`src/rtl/weight_loader_quad_if.sv`:
```
// weight_loader_quad_if: request, buffer-read and chain-load bundle of the weight loader
// master: requester/buffer side (drives start, base_addr, bank_sel, commit, buf_rd_data)
// slave : loader side (drives buf_rd_en/addr, prepare/set_weight, load lanes, busy, weights_ready, done)
interface weight_loader_quad_if #(parameter int ADDR_W = 15);
  logic start, bank_sel, commit;
  logic [ADDR_W-1:0] base_addr;
  logic buf_rd_en;
  logic [ADDR_W-1:0] buf_rd_addr;
  logic [31:0] buf_rd_data;
  logic prepare_weight, set_weight, busy, weights_ready, done;
  logic [7:0] load_weight_data_a_0, load_weight_data_b_0, load_weight_data_c_0, load_weight_data_d_0;
  logic [7:0] load_weight_data_a_1, load_weight_data_b_1, load_weight_data_c_1, load_weight_data_d_1;
  modport master(
    output start, base_addr, bank_sel, commit, buf_rd_data,
    input buf_rd_en, buf_rd_addr, prepare_weight, set_weight, busy, weights_ready, done,
    input load_weight_data_a_0, load_weight_data_b_0, load_weight_data_c_0, load_weight_data_d_0,
    input load_weight_data_a_1, load_weight_data_b_1, load_weight_data_c_1, load_weight_data_d_1
  );
  modport slave(
    input start, base_addr, bank_sel, commit, buf_rd_data,
    output buf_rd_en, buf_rd_addr, prepare_weight, set_weight, busy, weights_ready, done,
    output load_weight_data_a_0, load_weight_data_b_0, load_weight_data_c_0, load_weight_data_d_0,
    output load_weight_data_a_1, load_weight_data_b_1, load_weight_data_c_1, load_weight_data_d_1
  );
endinterface

```
`src/rtl/weight_loader_quad.sv`:
```
// weight_loader_quad: reads CHAIN_DEPTH weight words and shifts them into a mac_quad chain, then commits them
// Ports: clk, rst_n (sync, active low), bus (weight_loader_quad_if.slave: start/base_addr/bank_sel/commit in,
//   buffer read port, prepare_weight/set_weight, bank 0/1 load lanes, busy/weights_ready/done).
// Option: WEIGHT_LOADER_AUTO_COMMIT_EN makes READY last one cycle and commit automatically.
module weight_loader_quad #(
  parameter int BUFFER_ADDR_WIDTH = 15,
  parameter int CHAIN_DEPTH = 4
) (
  input logic clk,
  input logic rst_n,
  weight_loader_quad_if.slave bus
);
  localparam int CW = CHAIN_DEPTH > 1 ? $clog2(CHAIN_DEPTH) : 1;
  typedef enum logic [2:0] {IDLE, LOAD, DRAIN, READY, COMMIT} state_t;
  state_t state, state_nxt;
  logic [CW-1:0] cnt;
  logic [BUFFER_ADDR_WIDTH-1:0] base;
  logic bank, valid, last;
  assign last = cnt == CW'(CHAIN_DEPTH - 1);
  always_ff @(posedge clk) begin
    if (!rst_n) begin
      state <= IDLE;
      cnt <= '0;
      base <= '0;
      bank <= 1'b0;
      valid <= 1'b0;
    end else begin
      state <= state_nxt;
      cnt <= (state == LOAD && !last) ? cnt + CW'(1) : '0;
      // buffer has one cycle of latency, so a word is presented the cycle after its read
      valid <= state == LOAD;
      if (state == IDLE && bus.start) begin
        base <= bus.base_addr;
        bank <= bus.bank_sel;
      end
    end
  end
  always_comb begin
    state_nxt = state;
    case (state)
      IDLE: state_nxt = bus.start ? LOAD : IDLE;
      LOAD: state_nxt = last ? DRAIN : LOAD;
      DRAIN: state_nxt = READY;
`ifdef WEIGHT_LOADER_AUTO_COMMIT_EN
      READY: state_nxt = COMMIT;
`else
      READY: state_nxt = bus.commit ? COMMIT : READY;
`endif
      COMMIT: state_nxt = IDLE;
      default: state_nxt = IDLE;
    endcase
  end
  assign bus.buf_rd_en = state == LOAD;
  assign bus.buf_rd_addr = state == LOAD ? base + BUFFER_ADDR_WIDTH'(cnt) : '0;
  assign bus.prepare_weight = valid;
  assign {bus.load_weight_data_d_0, bus.load_weight_data_c_0, bus.load_weight_data_b_0, bus.load_weight_data_a_0} =
    (valid && !bank) ? bus.buf_rd_data : '0;
  assign {bus.load_weight_data_d_1, bus.load_weight_data_c_1, bus.load_weight_data_b_1, bus.load_weight_data_a_1} =
    (valid && bank) ? bus.buf_rd_data : '0;
  assign bus.busy = state != IDLE;
  assign bus.weights_ready = state == READY;
  assign bus.set_weight = state == COMMIT;
  assign bus.done = state == COMMIT;
endmodule
```
`src/flat_wrapper.sv`:
```
// flat-port wrapper written by rule: the top's interface ports become plain ports
module weight_loader_quad_flat 
#(
  parameter int BUFFER_ADDR_WIDTH = 15,
  parameter int CHAIN_DEPTH = 4
)
  (clk, rst_n, bus_start, bus_base_addr, bus_bank_sel, bus_commit, bus_buf_rd_data, bus_buf_rd_en, bus_buf_rd_addr, bus_prepare_weight, bus_set_weight, bus_busy, bus_weights_ready, bus_done, bus_load_weight_data_a_0, bus_load_weight_data_b_0, bus_load_weight_data_c_0, bus_load_weight_data_d_0, bus_load_weight_data_a_1, bus_load_weight_data_b_1, bus_load_weight_data_c_1, bus_load_weight_data_d_1);
  weight_loader_quad_if bus_i ();
  input logic clk;
  input logic rst_n;
  input wire logic [$bits(bus_i.start)-1:0] bus_start;
  input wire logic [$bits(bus_i.base_addr)-1:0] bus_base_addr;
  input wire logic [$bits(bus_i.bank_sel)-1:0] bus_bank_sel;
  input wire logic [$bits(bus_i.commit)-1:0] bus_commit;
  input wire logic [$bits(bus_i.buf_rd_data)-1:0] bus_buf_rd_data;
  output wire logic [$bits(bus_i.buf_rd_en)-1:0] bus_buf_rd_en;
  output wire logic [$bits(bus_i.buf_rd_addr)-1:0] bus_buf_rd_addr;
  output wire logic [$bits(bus_i.prepare_weight)-1:0] bus_prepare_weight;
  output wire logic [$bits(bus_i.set_weight)-1:0] bus_set_weight;
  output wire logic [$bits(bus_i.busy)-1:0] bus_busy;
  output wire logic [$bits(bus_i.weights_ready)-1:0] bus_weights_ready;
  output wire logic [$bits(bus_i.done)-1:0] bus_done;
  output wire logic [$bits(bus_i.load_weight_data_a_0)-1:0] bus_load_weight_data_a_0;
  output wire logic [$bits(bus_i.load_weight_data_b_0)-1:0] bus_load_weight_data_b_0;
  output wire logic [$bits(bus_i.load_weight_data_c_0)-1:0] bus_load_weight_data_c_0;
  output wire logic [$bits(bus_i.load_weight_data_d_0)-1:0] bus_load_weight_data_d_0;
  output wire logic [$bits(bus_i.load_weight_data_a_1)-1:0] bus_load_weight_data_a_1;
  output wire logic [$bits(bus_i.load_weight_data_b_1)-1:0] bus_load_weight_data_b_1;
  output wire logic [$bits(bus_i.load_weight_data_c_1)-1:0] bus_load_weight_data_c_1;
  output wire logic [$bits(bus_i.load_weight_data_d_1)-1:0] bus_load_weight_data_d_1;
  assign bus_i.start = bus_start;
  assign bus_i.base_addr = bus_base_addr;
  assign bus_i.bank_sel = bus_bank_sel;
  assign bus_i.commit = bus_commit;
  assign bus_i.buf_rd_data = bus_buf_rd_data;
  assign bus_buf_rd_en = bus_i.buf_rd_en;
  assign bus_buf_rd_addr = bus_i.buf_rd_addr;
  assign bus_prepare_weight = bus_i.prepare_weight;
  assign bus_set_weight = bus_i.set_weight;
  assign bus_busy = bus_i.busy;
  assign bus_weights_ready = bus_i.weights_ready;
  assign bus_done = bus_i.done;
  assign bus_load_weight_data_a_0 = bus_i.load_weight_data_a_0;
  assign bus_load_weight_data_b_0 = bus_i.load_weight_data_b_0;
  assign bus_load_weight_data_c_0 = bus_i.load_weight_data_c_0;
  assign bus_load_weight_data_d_0 = bus_i.load_weight_data_d_0;
  assign bus_load_weight_data_a_1 = bus_i.load_weight_data_a_1;
  assign bus_load_weight_data_b_1 = bus_i.load_weight_data_b_1;
  assign bus_load_weight_data_c_1 = bus_i.load_weight_data_c_1;
  assign bus_load_weight_data_d_1 = bus_i.load_weight_data_d_1;
  weight_loader_quad #(.BUFFER_ADDR_WIDTH(BUFFER_ADDR_WIDTH), .CHAIN_DEPTH(CHAIN_DEPTH)) u_core (.clk(clk), .rst_n(rst_n), .bus(bus_i));
endmodule
```
`config.mk`:
```
export PLATFORM = sky130hd
export DESIGN_NAME = weight_loader_quad_flat
export DESIGN_NICKNAME = d
export VERILOG_FILES = /design/src/rtl/weight_loader_quad_if.sv /design/src/rtl/weight_loader_quad.sv /design/src/flat_wrapper.sv
export SDC_FILE = /design/constraint.sdc
export NUM_CORES = 1
export LEC_CHECK = 0
export BUFFER_PORTS_ARGS = -buffer_cell sky130_fd_sc_hd__buf_2
export CAP_MARGIN = 25
export CORE_MARGIN = 1.5
export CORE_UTILIZATION = 40
export CTS_BUF_LIST = sky130_fd_sc_hd__clkbuf_16
export CTS_CLUSTER_SIZE = 25
export DETAILED_ROUTE_END_ITERATION = 16
export HOLD_SLACK_MARGIN = 0.06
export PLACE_DENSITY = 0.89
export REMOVE_ABC_BUFFERS = 1
export SKIP_CTS_REPAIR_TIMING = 1
export SYNTH_ARGS = -nofsm -noshare
export SYNTH_HDL_FRONTEND = slang
export SYNTH_SLANG_ARGS = --single-unit
export TNS_END_PERCENT = 5
```
`constraint.sdc`:
```
create_clock -name clk -period 2.45 [get_ports clk]
set_clock_uncertainty 0.15 [all_clocks]
set_input_delay 0.49 -clock clk [delete_from_list [all_inputs] [get_ports clk]]
set_output_delay 0.49 -clock clk [all_outputs]
set_load 0.01 [all_outputs]
```
### After elaboration in Yosys (flattened, before gate mapping)

Cells that the tools add are included.

| storage, ports and cells | value |
|---|---|
| register bits after elaboration | 22 |
| input port bits | 52 |
| output and inout bits | 85 |
| word-level logic and storage cells | 28 |

| cells by class | value |
|---|---|
| add/subtract/negate cells | 2 |
| equality and inequality tests | 5 |
| multiplexer cells | 7 |
| reductions and logical operators | 9 |

Operator list:

| kind | count |
|---|---|
| 2-to-1 mux 32 bit | 2 |
| adder 15 x 2 -> 15 bit | 1 |
| 2-to-1 mux 15 bit | 1 |
| one-hot mux 3 bit (4 select lines) | 1 |
| equality test 3 x 2 -> 1 bit (second input constant) | 2 |
| logical AND 1 bit | 4 |
| equality test 3 x 1 -> 1 bit (second input constant) | 1 |
| equality test 3 bit (second input constant) | 1 |
| logical NOT 3 bit | 1 |
| 2-to-1 mux 3 bit | 1 |
| nonzero test 3 bit | 1 |
| adder 2 x 1 -> 2 bit (second input constant) | 1 |
| equality test 2 bit (second input constant) | 1 |
| logical NOT 1 bit | 2 |
| 2-to-1 mux 2 bit | 1 |
| AND reduction 2 bit | 1 |
| 2-to-1 mux 1 bit | 1 |

### Longest topological paths before layout

Gate-level depths: netlist (run 1).

| depth | value |
|---|---|
| depth after elaboration | 4 |
| depth in mapped cells | 7 |

### Worst setup path after synthesis (run 1)

OpenSTA, ideal clock, no wires.

| timing | value |
|---|---|
| path type | register -> output |
| from | reg u_core.cnt[0] |
| to | out bus_buf_rd_addr[8] |
| arrival time | 1,593 ps |
| data required time | 1,810 ps |
| slack | 217 ps |
| stages on the path, launching flop included | 6 |
| buffers on the path | 0 |
| cell sequence | dfxtp_1 -> ha_1 -> fa_1 -> nand3_2 -> or4_1 -> a21oi_1 |

| on the way | value |
|---|---|
| word-level cells in the longest chain between the ends | 2 |

Ends and longest elaborated chain:

| what | line | RTL |
|---|---|---|
| from (decl) | weight_loader_quad.sv:16 | `logic [CW-1:0] cnt;` |
| from (signal assigned) | weight_loader_quad.sv:29 | `cnt <= (state == LOAD && !last) ? cnt + CW'(1) : '0;` |
| adder 15 x 2 -> 15 bit | weight_loader_quad.sv:54 | `assign bus.buf_rd_addr = state == LOAD ? base + BUFFER_ADDR_WIDTH'(cnt) : '0;` |
| 2-to-1 mux 15 bit | weight_loader_quad.sv:54 |  |
| to (decl) | flat_wrapper.sv:17 | `output wire logic [$bits(bus_i.buf_rd_addr)-1:0] bus_buf_rd_addr;` |

Every way passes these cells.

### Final worst setup path (run 1)

| timing | value |
|---|---|
| from | reg u_core.cnt[0] |
| to | out bus_buf_rd_addr[10] |

The elaborated chain is that of the path after synthesis.

==> results.tsv, run 1 <==
metric	value	unit
run status	finished with violations	
failing checks	negative setup slack	
slew margin rel.	0.654	
Hold Crit Start	u_core.cnt[0]	
DR iter-0 viols	107	
Die Y	69.5	um
Sequential cell area	448	um^2
hold_ws	0.304	ns
CP arrival	1.90	ns
kind of critical path	register to output pin	
Slew Viols, Final	0	
sequential share of the synthesized area	0.249	
Max-Cap Viols	0	
GRT Overall Usage	0.210	
Root Buffer	clkbuf_16	
hold endpoint	u_core.cnt[0]	
layout cells sized above 1	0.452	
P_int	0.695	mW
CP Capture Type	output pin	
r2r endpoint	u_core.base[10]	
crit path cell chain	ha_4, fa_2, nand3_4, or4_4, a21oi_2, buf_2	
Die W	69.5	um
Clock Path Buffers	2	
Yosys cell types	39	
largest net degree at the start of global routing	34	
Sw Pwr	0.263	mW
average cell area after synthesis	7.49	um^2
Reg power frac	0.417	
setup ws final	-0.0897	ns
Fill cells	370	
initial antenna violation count	0	
Antenna Cells	0	
Synth top cells by count	nand2_1, and2_1, and3_1, dfxtp_1, a21boi_0	
DP Worst Slack	0.0225	ns
TritonCTS buffer count	3	
power per standard cell area	368	mW/mm^2
DP HPWL	4180	um
Slew @ Worst Pin	0.519	ns
Mapped Cells	236	
final setup vio count	8	
Clock Pin Slew Worst Setup and Hold Paths	0.06	ns
RSZ-0062 raised after global routing	true	
Post-Syn Area	0.00177	mm^2
vias post-DR	2151	
hold path cells	1	
worst IR drop on VDD	410	uV
Multi-input gate area	0.00125	mm^2
number of global-route vias before repair	1924	
wirelength, routed	5480	um
full die area	0.00482	mm^2
Fmax	0.394	GHz
slowest CP cell	or4_4	
Clock power frac	0.356	
# H-tree levels	1	
Cell Rows	23	
Sw Ratio	0.275	
largest stage delay on the critical path	0.50	ns
drt first pass iters	4	
Post-synth EDFFs	0	
most common cell in the netlist	nand2_1	
routed length per instance	13.2	um
setup slack, reg-to-reg	0.65	ns
Final Core Density	0.633	
final worst-path cycle share	1.04	
post-synth top area share	0.249	
Initial Util	0.429	
Synth area leaders	dfxtp_1, and2_1, and3_1	
CTS sink count	22	
Routed Antenna Nets	0	
reg2reg path depth	4	
nets	424	
Hold Path Class	register to register	
grt ovf	0	
minimum clock period	2.54	ns
Synth area leader	dfxtp_1	
Final Wtd Congestion	0.976	
ys flop type	dfxtp_1	
port buffer count	136	
Clk Latency, worst-skew pair	0.25	ns
Area growth, synth to finish	47.5	%
Leak	1.46	nW
DRC Markers	0	
vias per inst	5.16	
Ys Warns	0	
Crit Path Max Fanout	5	
Gate power share	0.227	
worst r2r src	u_core.state[0]	
CP startpoint	u_core.cnt[0]	
core area	0.00412	mm^2
async set or reset register ratio after synthesis	0	
CTS tree	built	
final hold violation count	0	
first-pass GRT wire length	8620	um
CP required	1.81	ns
# IOs	137	
Seq cells post-synth	22	
crit start category	register	
==> worst max-delay path, delay by kind of cell (launching register included) <==
kind | cells | cell delay, ns
compound gates | 1 | 0.13
simple gates | 2 | 0.61
fa+ha+maj | 2 | 0.40
flops | 1 | 0.37
buf+inv | 1 | 0.14
==> area by class of cell <==
class | instances | share of cell area
clock buffers | 3 | 0.0288
clock inverters | 1 | 0.00144
inverters | 5 | 0.00913
multi-input cells | 192 | 0.480
flip-flops and latches | 22 | 0.172
well taps | 50 | 0.0240
repair buffers | 144 | 0.284
==> cells in the final DEF, fill, tap and decap left out, types with 2 or more instances in the layout <==
cell	Yosys	routed
a21boi_0	13	13
a21boi_1	3	3
a21oi_1	9	7
a21oi_2	0	2
and2_1	35	35
and3_1	32	32
buf_2	2	136
buf_4	1	8
clkbuf_16	0	3
dfxtp_1	22	18
dfxtp_2	0	3
ha_1	3	2
inv_1	4	4
mux2i_1	4	4
nand2_1	41	41
nand2b_1	4	4
nand3_1	5	4
nand3_2	1	2
nand4_1	3	3
nor2_1	4	4
nor3_1	2	2
nor4_1	4	2
nor4_2	0	2
o21ai_0	3	3
o31ai_1	4	4
or3_1	4	4
or4_1	4	3
xnor2_1	2	2
==> flip-flops by register name (all words and copies together), names as in the netlist <==
register,flops
u_core.bank,1
u_core.bus.prepare_weight,1
u_core.state,3
u_core.cnt,2
u_core.base,15
==> power by group through the flow <==
stage / Sequential, mW / Clock [mW] / Combinational (mW)
2_1_floorplan: 0.408 / 0 / 0.0957
3_3_place_gp: 0.402 / 0 / 0.207
3_5_place_dp: 0.404 / 0 / 0.214
4_1_cts: 0.396 / 0.347 / 0.215
5_1_grt: 0.403 / 0.362 / 0.242
6_report: 0.400 / 0.341 / 0.218
==> worst max-delay path by stage <==
| stage | to | slack, ns |
|---|---|---|
| 6_report | bus_buf_rd_addr[10] | -0.09 |
| 5_1_grt | bus_buf_rd_addr[8] | -0.16 |
| 4_1_cts | bus_buf_rd_addr[10] | -0.27 |
| 3_5_place_dp | bus_buf_rd_addr[10] | 0.02 |
| 3_3_place_gp | bus_buf_rd_addr[10] | 0.11 |
| 2_1_floorplan | bus_load_weight_data_a_0[0] | 0.07 |
==> routing by layer <==
metal	vias to the layer above	global-route usage	part of all wire
met5	-	0	0
met4	0	0.0610	0.0098
met3	4	0.0320	0.046
met2	73	0.400	0.51
met1	995	0.238	0.43
li1	1079	-	-
==> kinds of logic after synthesis <==
family / after synthesis / synth area share
and+or+nand+nor: 147 / 0.479
DFF: 22 / 0.249
buffers and inverters: 23 / 0.0772
AOI/OAI and AO/OA: 33 / 0.123
xor gates and xnor gates: 2 / 0.00992
adders and majority gates: 4 / 0.0326
muxes: 5 / 0.0290
==> metrics by stage <==
stage | cells | power (mW) | area (um^2) | TNS [ns]
3_3_place_gp | 411 | 0.610 | 2450 | 0
2_1_floorplan | 218 | 0.504 | 1650 | 0
5_1_grt | 417 | 1.01 | 2610 | -1.18
4_1_cts | 415 | 0.958 | 2530 | -1.47
6_report | 417 | 0.958 | 2610 | -0.286
3_5_place_dp | 411 | 0.617 | 2450 | 0
No activity file was read; power rests on OpenSTA's default activity.
==> run 2: changes to the inputs <==
--- a/constraint.sdc
+++ b/constraint.sdc
@@ -4,2 +4,2 @@
 set_output_delay 0.49 -clock clk [all_outputs]
-set_load 0.01 [all_outputs]
+set_load 0.05 [all_outputs]
==> run 2 against run 1 <==
  * The flow still finishes with violations (negative setup slack)
  * Clock power is 33% higher
  * Critical path depth is 1 lower
  * Core utilization is 2.7 points higher
  * Sequential cell count stayed put
  * Worst hold slack better by 0.012 ns
  * Register-to-register slack worse by 0.05 ns
==> results.tsv, run 2 (same netlist as run 1, synthesis figures left out) <==
metric	value	unit
run status	finished with violations	
failing checks	negative setup slack	
Largest regs	u_core.base (15), u_core.state (3), u_core.cnt (2)	
CP required	1.81	ns
TritonCTS buffer count	3	
setup slack, reg-to-reg	0.60	ns
Die W	69.5	um
crit path cell chain	ha_1, a21oi_4, or4_1, a21oi_1, buf_4	
GRT Overall Usage	0.219	
RSZ-0062 raised after global routing	true	
full die area	0.00482	mm^2
reg2reg path depth	4	
Slew Viols, Final	0	
DR iter-0 viols	112	
Clock Pin Slew Worst Setup and Hold Paths	0.06	ns
Clock Path Buffers	2	
Area growth, synth to finish	53.8	%
port buffer count	136	
largest stage delay on the critical path	0.51	ns
grt ovf	0	
Post-Layout Cell Count	421	
routed length per instance	13.9	um
number of global-route vias before repair	2006	
wirelength, routed	5840	um
Final Core Density	0.660	
Largest register FFs	15	
DP HPWL	4260	um
Design Area, Final	0.00272	mm^2
kind of critical path	register to output pin	
Buffers & Inverters on Critical Path	1	
# IOs	137	
Placed Cells	414	
Root Buffer	clkbuf_16	
commonest non-fill, non-tap cell in the layout	buf_2	
setup ws final	-0.157	ns
final worst-path cycle share	1.06	
Clk Latency, worst-skew pair	0.26	ns
Die Y	69.5	um
core area	0.00412	mm^2
Initial Util	0.429	
power per standard cell area	437	mW/mm^2
Cell Rows	23	
crit start category	register	
setup TNS	-1.08	ns
Hold Crit Start	bus_base_addr[6]	
hold path cells	3	
CP top delay family	simple AND/OR/NAND/NOR gates	
worst IR drop on VDD	608	uV
vias post-DR	2214	
CTS tree	built	
vias per inst	5.26	
Max-Cap Viols	0	
first-pass GRT wire length	8890	um
layout cells sized above 1	0.464	
Placed Area	0.00247	mm^2
final hold violation count	0	
CP arrival	1.97	ns
nets	428	
initial antenna violation count	0	
worst r2r src	u_core.state[0]	
final setup vio count	12	
Hold Path Class	primary input to register	
minimum clock period	2.61	ns
Final Wtd Congestion	0.930	
largest reg by FF count	u_core.base	
Antenna Cells	0	
slowest CP cell	or4_1	
Leak	1.50	nW
CP Capture Type	output pin	
CTS sink count	22	
most frequent cells in the layout	buf_2, nand2_1, and2_1, and3_1	
Slew @ Worst Pin	0.555	ns
Crit Path Max Fanout	10	
Routed Antenna Nets	0	
slew margin rel.	0.630	
DRC Markers	0	
hold endpoint	u_core.base[6]	
CP startpoint	u_core.base[1]	
largest net degree at the start of global routing	34	
# H-tree levels	1	
r2r endpoint	u_core.base[1]	
drt first pass iters	4	
Fmax	0.384	GHz
total power	1.19	mW
-- run 2: worst max path at each step --
stage	end	slack [ns]	cells after the start
floorplan	bus_done	-0.84	1
global route	bus_buf_rd_addr[9]	-0.20	5
detailed placement	bus_buf_rd_addr[10]	-0.002	6
global placement	bus_buf_rd_addr[8]	0.05	6
CTS	bus_buf_rd_addr[10]	-0.33	6
finish	bus_buf_rd_addr[7]	-0.16	5
-- run 2: through the flow --
stage / worst slack [ns] / hold WS [ns]
floorplan: -0.836 / 0.276
global placement: 0.0493 / 0.309
detailed placement: -0.00200 / 0.329
CTS: -0.329 / 0.314
global route: -0.203 / 0.325
finish: -0.157 / 0.316
-- run 2: power breakdown --
group / total (mW) / switching, mW / internal (mW) / leakage (nW)
clock network: 0.454 / 0.130 / 0.324 / 0.0511
registers: 0.401 / 0.0243 / 0.377 / 0.181
logic: 0.331 / 0.223 / 0.108 / 1.27
-- run 2: final cells by class --
cell class	instances	area [um^2]
Tap cell	50	62.6
Timing Repair Buffer	149	820
Inverter	5	23.8
Sequential cell	22	443
Clock inverter	1	30.0
Fill cell	350	1400
Multi-Input combinational cell	191	1260
Clock buffer	3	75.1
-- run 2: worst register-to-register path, stage by stage (launching register included) --
cell	delay, ns
dfxtp_1	0.31
buf_4	0.17
or4b_1	0.82
nand2_1	0.19
a21boi_0	0.10
-- run 2: per-layer routing --
metal  GRT usage  wire [um]  vias to the layer above
met4      0.0610        169                        0
met3      0.0523        408                       27
met1       0.242       2340                      994
met2       0.410       2920                      110
met5           0          0                        -
li1            -          -                     1083
